## src/rtl/lenet_layer_scheduler.sv

```systemverilog
// Frame sequencer: ping-pong c/d banks between CONV and FC engines, with per-engine watchdogs.
// Latency: handshake -> conv_start 1 cycle; conv_done -> fc_start 2 cycles; fc2_done -> frame_done 1 cycle.
// Backpressure: frame_ready drops while CONV runs, the write bank is not FREE, or a timeout is flagged.
module lenet_layer_scheduler #(
    parameter int                   FRAME_CNT_WIDTH = 16,
    parameter int                   WDT_WIDTH       = 20,
    parameter logic [WDT_WIDTH-1:0] WDT_LIMIT       = 20'hFFFFF
) (
    input  logic                       clk,
    input  logic                       srst,
    input  logic                       frame_valid,
    output logic                       frame_ready,
    output logic                       conv_start,
    output logic                       conv_buf,
    input  logic                       conv_done,
    output logic                       fc_start,
    output logic                       mem_sel,
    input  logic                       fc1_done,
    input  logic                       fc2_done,
    output logic                       frame_done,
    output logic [FRAME_CNT_WIDTH-1:0] frame_cnt,
    output logic                       busy,
    output logic                       err_timeout,
    output logic                       err_protocol
);

    typedef enum logic [1:0] {B_FREE, B_CONV, B_FULL, B_FC} bank_e;
    typedef enum logic       {C_IDLE, C_RUN} conv_e;
    typedef enum logic [1:0] {F_IDLE, F_FC1, F_FC2} fc_e;

    localparam logic [WDT_WIDTH-1:0]       WDT_ONE  = {{(WDT_WIDTH-1){1'b0}}, 1'b1};
    localparam logic [WDT_WIDTH-1:0]       WDT_LAST = WDT_LIMIT - WDT_ONE;
    localparam logic [FRAME_CNT_WIDTH-1:0] CNT_ONE  = {{(FRAME_CNT_WIDTH-1){1'b0}}, 1'b1};

    bank_e                bank_q [2];
    bank_e                bank_d [2];
    conv_e                c_q, c_d;
    fc_e                  f_q, f_d;
    logic                 wr_q, wr_d, rd_q, rd_d;
    logic [WDT_WIDTH-1:0] c_wdt_q, c_wdt_d, f_wdt_q, f_wdt_d;
    logic                 conv_start_d, conv_buf_d, fc_start_d, mem_sel_d, frame_done_d;
    logic                 err_timeout_d, err_protocol_d;
    logic [FRAME_CNT_WIDTH-1:0] frame_cnt_d;
    logic                 hs;

    assign frame_ready = (c_q == C_IDLE) && (bank_q[wr_q] == B_FREE) && !err_timeout;
    assign busy        = (c_q != C_IDLE) || (f_q != F_IDLE) ||
                         (bank_q[0] != B_FREE) || (bank_q[1] != B_FREE);
    assign hs          = frame_valid && frame_ready;

    always_comb begin
        bank_d         = bank_q;
        c_d            = c_q;
        f_d            = f_q;
        wr_d           = wr_q;
        rd_d           = rd_q;
        c_wdt_d        = c_wdt_q;
        f_wdt_d        = f_wdt_q;
        conv_start_d   = 1'b0;
        fc_start_d     = 1'b0;
        frame_done_d   = 1'b0;
        conv_buf_d     = conv_buf;
        mem_sel_d      = mem_sel;
        frame_cnt_d    = frame_cnt;
        err_timeout_d  = err_timeout;
        err_protocol_d = err_protocol;

        // CONV engine: owns bank[wr_ptr] from handshake until conv_done
        if (hs) begin
            conv_start_d   = 1'b1;
            conv_buf_d     = wr_q;
            bank_d[wr_q]   = B_CONV;
            c_d            = C_RUN;
            c_wdt_d        = '0;
        end else if (c_q == C_RUN) begin
            if (c_wdt_q != WDT_LAST) c_wdt_d = c_wdt_q + WDT_ONE;
            if (conv_done) begin
                bank_d[wr_q] = B_FULL;
                wr_d         = ~wr_q;
                c_d          = C_IDLE;
            end
        end

        // FC engine: mem_sel is held from fc_start until the next fc_start
        case (f_q)
            F_IDLE: begin
                if (bank_q[rd_q] == B_FULL && !err_timeout) begin
                    fc_start_d   = 1'b1;
                    mem_sel_d    = ~rd_q;
                    bank_d[rd_q] = B_FC;
                    f_d          = F_FC1;
                    f_wdt_d      = '0;
                end
            end
            F_FC1: begin
                if (f_wdt_q != WDT_LAST) f_wdt_d = f_wdt_q + WDT_ONE;
                if (fc1_done) begin
                    bank_d[rd_q] = B_FREE;
                    rd_d         = ~rd_q;
                    f_d          = F_FC2;
                end
            end
            F_FC2: begin
                if (f_wdt_q != WDT_LAST) f_wdt_d = f_wdt_q + WDT_ONE;
                if (fc2_done) begin
                    frame_done_d = 1'b1;
                    frame_cnt_d  = frame_cnt + CNT_ONE;
                    f_d          = F_IDLE;
                end
            end
            default: f_d = F_IDLE;
        endcase

        if ((c_q == C_RUN && c_wdt_q == WDT_LAST) || (f_q != F_IDLE && f_wdt_q == WDT_LAST))
            err_timeout_d = 1'b1;
        if ((conv_done && c_q != C_RUN) || (fc1_done && f_q != F_FC1) || (fc2_done && f_q != F_FC2))
            err_protocol_d = 1'b1;
    end

    always_ff @(posedge clk) begin
        if (srst) begin
            bank_q[0]    <= B_FREE;
            bank_q[1]    <= B_FREE;
            c_q          <= C_IDLE;
            f_q          <= F_IDLE;
            wr_q         <= 1'b0;
            rd_q         <= 1'b0;
            c_wdt_q      <= '0;
            f_wdt_q      <= '0;
            conv_start   <= 1'b0;
            conv_buf     <= 1'b0;
            fc_start     <= 1'b0;
            mem_sel      <= 1'b1;
            frame_done   <= 1'b0;
            frame_cnt    <= '0;
            err_timeout  <= 1'b0;
            err_protocol <= 1'b0;
        end else begin
            bank_q       <= bank_d;
            c_q          <= c_d;
            f_q          <= f_d;
            wr_q         <= wr_d;
            rd_q         <= rd_d;
            c_wdt_q      <= c_wdt_d;
            f_wdt_q      <= f_wdt_d;
            conv_start   <= conv_start_d;
            conv_buf     <= conv_buf_d;
            fc_start     <= fc_start_d;
            mem_sel      <= mem_sel_d;
            frame_done   <= frame_done_d;
            frame_cnt    <= frame_cnt_d;
            err_timeout  <= err_timeout_d;
            err_protocol <= err_protocol_d;
        end
    end

endmodule

```

## config.mk

```make
export PLATFORM = sky130hd
export DESIGN_NAME = lenet_layer_scheduler
export DESIGN_NICKNAME = d
export VERILOG_FILES = /design/src/rtl/lenet_layer_scheduler.sv
export SDC_FILE = /design/constraint.sdc
export NUM_CORES = 1
export LEC_CHECK = 0
export BUFFER_PORTS_ARGS = -buffer_cell sky130_fd_sc_hd__clkbuf_2
export CAP_MARGIN = 20
export CORE_ASPECT_RATIO = 0.5
export CORE_MARGIN = 2
export CORE_UTILIZATION = 38
export CTS_CLUSTER_SIZE = 30
export DETAILED_ROUTE_END_ITERATION = 12
export SLEW_MARGIN = 40
export SYNTH_ARGS = -nofsm -noshare
export SYNTH_HDL_FRONTEND = slang
export SYNTH_SLANG_ARGS = --single-unit
```

## constraint.sdc

```tcl
create_clock -name clk -period 4.1 [get_ports clk]
set_clock_uncertainty 0.15 [all_clocks]
set_input_delay 0 -clock clk [delete_from_list [all_inputs] [get_ports clk]]
set_output_delay 0 -clock clk [all_outputs]
set_load 0.05 [all_outputs]
```

# == After elaboration in Yosys (flattened, before gate mapping) ==
# Index checks and enable logic that the tools add are counted.
# totals
in_bits,6
memories,0
mem_bits_rw,0
mem_bits_ro,0
output_inout_bits,25
ff_bits,72
latchBits,0
elab_cells,117
# op_classes
reduce_logical,35
multipliers,0
eq_ne,13
add_sub_neg,3
mux,29
shifts,0
n_div,0
magnitude_cmp,4
bitwise_logic,17
# op_table
operator,n
20-bit by 1-bit adder with 20-bit output (second input constant),2
20-bit equality test (second input constant),2
20-bit two-way mux,2
20-bit != test (second input constant),2
20-bit one-hot mux with 2 select lines,1
2-bit two-way mux,11
4-bit two-way mux,5
16-bit by 1-bit adder with 16-bit output (second input constant),1
1-bit logical AND,11
3-bit AND reduction,3
2-bit != test (second input constant),4
4-bit one-hot mux with 2 select lines,1
2-bit AND reduction,4
2-bit nonzero test,4
2-bit OR reduction,4
1-bit logical OR,6
1-bit two-way mux,6
1-bit NOT,6
2-bit one-hot mux with 3 select lines,1
2-bit AND,2
4-bit AND,1
2-bit demux with 1-bit select,2
2-bit equality test (second input constant),2
2-bit >= comparator (second input constant),2
10 further kinds,16

# == Logic depth before layout (Yosys ltp) ==
# logic_depth
word_depth,13
mapped_depth,8

# == Least setup slack after synthesis ==
# OpenSTA, ideal clock, no wires.
# synth_path
kind,flip-flop to flip-flop
startpoint,register wr_q
endpoint,register bank_q[0] in the netlist's numbering
setup_slack_ns,1.572
t_required_ns,3.854
arrival_time_ns,2.283
stages_incl_launch_ff,7
cell_sequence,dfxtp_1 > clkbuf_1 > nor3_1 > a21oi_1 > nor3_1 > nand3_1 > a221oi_1
# synth_between
word_cells_on_any_way,24
cone_classes,order compare: 2; mux: 11; bitwise: 6; reduce/logical: 5
# synth_lines
item,line_no,source
"start, declared",39,"logic wr_q, wr_d, rd_q, rd_d;"
"start signal, assigned",142,wr_q <= wr_d;
1-bit NOT with 2-bit output (implied by the code) (*),46,assign frame_ready = (c_q == C_IDLE) && (bank_q[wr_q] == B_FREE) && !err_timeout;
2-bit two-way mux (implied by the code) (*) (3 in series),46,
2-bit logical NOT (*),46,
1-bit logical AND (*) (2 in series),46,
named net frame_ready,12,"output logic frame_ready,"
1-bit logical AND (*),49,assign hs = frame_valid && frame_ready;
4-bit two-way mux (*),69,if (hs) begin
4-bit AND (no source line) / 4-bit OR (equally long branches),-,
4-bit two-way mux (on tied branches),"97, 87",
4-bit one-hot mux with 2 select lines (*),85,case (f_q)
"end signal, assigned",139,bank_q <= bank_d;
"end, declared",35,bank_e bank_q [2];
# Mark *: on every way through the listed nets, which the timed path passes. The rest lies on a longest branch. The select of a mux whose other input is x is not followed.
# A chain may end at the register's enable or synchronous reset.

# == Worst setup path in the final report ==
# layout_path
startpoint,register f_q[0]
endpoint,register f_wdt_q[19]
# layout_between
elab_chain_cells,4
word_cells_on_any_way,9
cone_classes,eq/ne: 4; mux: 1; reduce/logical: 4
# layout_lines
item,line_no,source
"start, declared",38,"fc_e f_q, f_d;"
"start signal, assigned",125,f_q <= F_IDLE;
"start signal, assigned",141,f_q <= f_d;
2-bit equality test / 2-bit by 1-bit equality test with 1-bit output (equally long branches),85,
2-bit OR reduction (no source line),-,
2-bit by 1-bit != test with 1-bit output (no source line) / 2-bit nonzero test (equally long branches),-,
3-bit AND reduction (no source line),-,
"end signal, assigned",145,f_wdt_q <= f_wdt_d;
"end, declared",40,"logic [WDT_WIDTH-1:0] c_wdt_q, c_wdt_d, f_wdt_q, f_wdt_d;"
# Several ways; a longest one is shown, not always the timed one.

==> qor.csv <==
metric,value,unit
cp.required,4.20,ns
num_vias,2831,
drtPass1Iterations,5,
powerDensity,411,nW/um^2
max_cap_viol_count,0,
clock_latency,0.33,ns
synthesis.nets,413,
final_layout_size_suffix_gt1_frac,0.126,
status,completed,
final_hold_viol_count,0,
synth_edf_count,0,
setup_viol,0,
worstMarginPinSlew,0.763,ns
cp.arrival,2.61,ns
synth_top_family_by_area,simple AND/OR/NAND/NOR gates,
worst-path-max-fanout,12,
via_per_inst,5.13,
final_util,0.460,
top_layer,met4,
grt_usage,0.148,
routed-wl-met3,131,um
regArea,1440,um^2
fin_cells,552,
first_iter_violations,148,
drc_errors,0,
tns,0,ns
synth_top_cells_by_area,"dfxtp_1, xor2_1, nor2_1",
ioPinCount,31,
die_x,138,um
slew_headroom,0.492,
io_buffers,30,
synth_area,3430,um^2
antenna_cells,0,
clockBufferDepth,2,
syn_area_per_cell,8.60,um^2
routedWlPerCell,12.1,um
peakVddDrop,0.219,mV
worst_setup_path_end_kind,register,
grt_pass1_vias,2713,
fin_hold_ws,0.144,ns
cts_root_buf,clkbuf_16,
htree_levels,3,
ys.flop_type,dfxtp_1,
gr-total-overflow,0,
synth_top_area_frac,0.420,
start_util,0.393,
min_period,2.51,ns
grt_antenna_before_repair,0,
grt_pass1_wl,12000,um
synth_fa_ha_area_frac,0.0292,
synthMuxAreaShare,0.00292,
fin_nets,447,
rsz0062_at_grt,false,
met1_length,3330,um
slew_violations,0,
dp.cells,534,
cts_tree,built,
cts_buffers,9,
cp_slowest_cell,nor3_1,
max_freq,399,MHz
grt_max_degree,36,
yosys_warnings,0,
p_leak,1.45,nW
drtAntennaViolNets,0,
die_h,71.2,um
synth_cell_type_count,50,
ys_ff_latch,72,
start_kind,register,
cp_cell_sequence,inv_1 > ha_1 > nor2_1 > nor3_1 > o211ai_2 > or4_1 > a21oi_1,
async_flop_share,0,
row_count,24,
hpwl,4700,um
die_area,9860,um^2
synthSimpleGateAreaFrac,0.278,
synth_top_area_cell,dfxtp_1,
core_area,8740,um^2
yosysSeqAreaShare,0.420,
routabilityCongestion,0.777,
hp-class,in -> reg,
critPathMaxStageDelay,0.48,ns
multi_input_area,1900,um^2
synth-compound-area-share,0.148,
clk_pin_slew,0.05,ns
syn_inst,399,
wl_met2,3160,um
fillers,857,
cts.sinks,72,
syn_to_final_growth,17.2,%
drt-total-wl,6690,um
cts_setup_buffers,0,
setup.worst_path.class,reg -> reg,
period_share,0.612,
synth-xor-area-share,0.0944,
[state kept, by name (all words and copies together), names as in the netlist]
register      count
c_q               1
conv_buf          1
rd_q              1
bank_q            4
fc_start          1
c_wdt_q          20
err_protocol      1
f_q               2
f_wdt_q          20
mem_sel           1
wr_q              1
frame_cnt        16
frame_done        1
err_timeout       1
conv_start        1
[repair_timing]
action | 4_1_cts | 5_1_grt
hold buffers | 5 | 0
endpoints found under the hold margin | 15 | 0
gates resized for setup | 0 | 0
[kinds of logic after synthesis]
group                    after synthesis
multiplexers                           1
XOR/XNOR                              37
buffers and inverters                 25
AO/OA/AOI/OAI                         78
AND/OR/NAND/NOR                      178
adder cells (fa/ha/maj)                8
flip-flops                            72
[Yosys cell counts (all sizes together) (2+ instances only)]
master / number
o211ai: 4
xnor2: 10
o21ai: 17
or3: 13
a221oi: 2
nand2: 23
nor3: 5
xor2: 27
a311oi: 3
inv: 12
and3: 8
nor2: 53
clkbuf: 12
nand3: 27
and2: 4
a32oi: 2
or4: 4
o31ai: 5
a31oi: 5
dfxtp: 72
nand4b: 2
a211oi: 2
ha: 8
or4b: 3
nand4: 17
nand2b: 7
a21oi: 30
and4: 8
[metrics by stage]
| stage | cell area [um^2] | setup slack (ns) | power [mW] |
|---|---|---|---|
| 2_1_floorplan | 3430 | 1.57 | 0.897 |
| 4_1_cts | 4020 | 1.60 | 1.68 |
| 6_report | 4020 | 1.59 | 1.65 |
| 3_5_place_dp | 3690 | 1.60 | 0.940 |
| 5_1_grt | 4020 | 1.41 | 1.73 |
| 3_3_place_gp | 3690 | 1.69 | 0.940 |
[path summary, 6_finish.rpt]
check | cells past startpoint | from | endpoint | slack (ns)
setup / recovery | 7 | f_q[0] | f_wdt_q[19] | 1.59
hold / removal | 2 | srst | rd_q | 0.14
setup reg to reg | 7 | f_q[0] | f_wdt_q[19] | 1.59
hold reg to reg | 2 | conv_buf | conv_buf | 0.31
[placed cells by master, fill, tap and decap left out, types with 9 or more instances in the layout]
cell       instances
dfxtp_1           72
nor2_1            53
a21oi_1           30
clkbuf_2          30
xor2_1            27
nand3_1           25
nand2_1           23
nand4_1           17
o21ai_0           15
or3_1             13
inv_1             12
xnor2_1           10
clkbuf_16          9
[report_power, final]
group / switching [mW] / total, mW / internal, mW
clock network: 0.261 / 0.725 / 0.465
registers: 0.0189 / 0.737 / 0.718
logic: 0.136 / 0.190 / 0.0549
total: 0.415 / 1.65 / 1.24
[critical path, delay by kind of cell, from the launching register on]
family	cells	cell delay, ns
buffers and inverters	1	0.08
AND/OR/NAND/NOR	3	1.04
adder cells (fa/ha/maj)	1	0.45
AO/OA/AOI/OAI	2	0.41
flip-flops	1	0.32
[layout make-up]
| type | instances | share of cell area |
|---|---|---|
| tap | 117 | 0.0364 |
| inverter | 12 | 0.0112 |
| clock buffer | 13 | 0.0697 |
| multi-input combinational | 302 | 0.473 |
| sequential | 72 | 0.358 |
| timing repair buffer | 36 | 0.0516 |
[layer usage]
metal  GRT usage  vias up
met2       0.241       17
met1       0.188     1308
met4      0.0499        0
li1            -     1501
met5           0        -
met3      0.0501        5
Power figures use the tool's default switching activity.
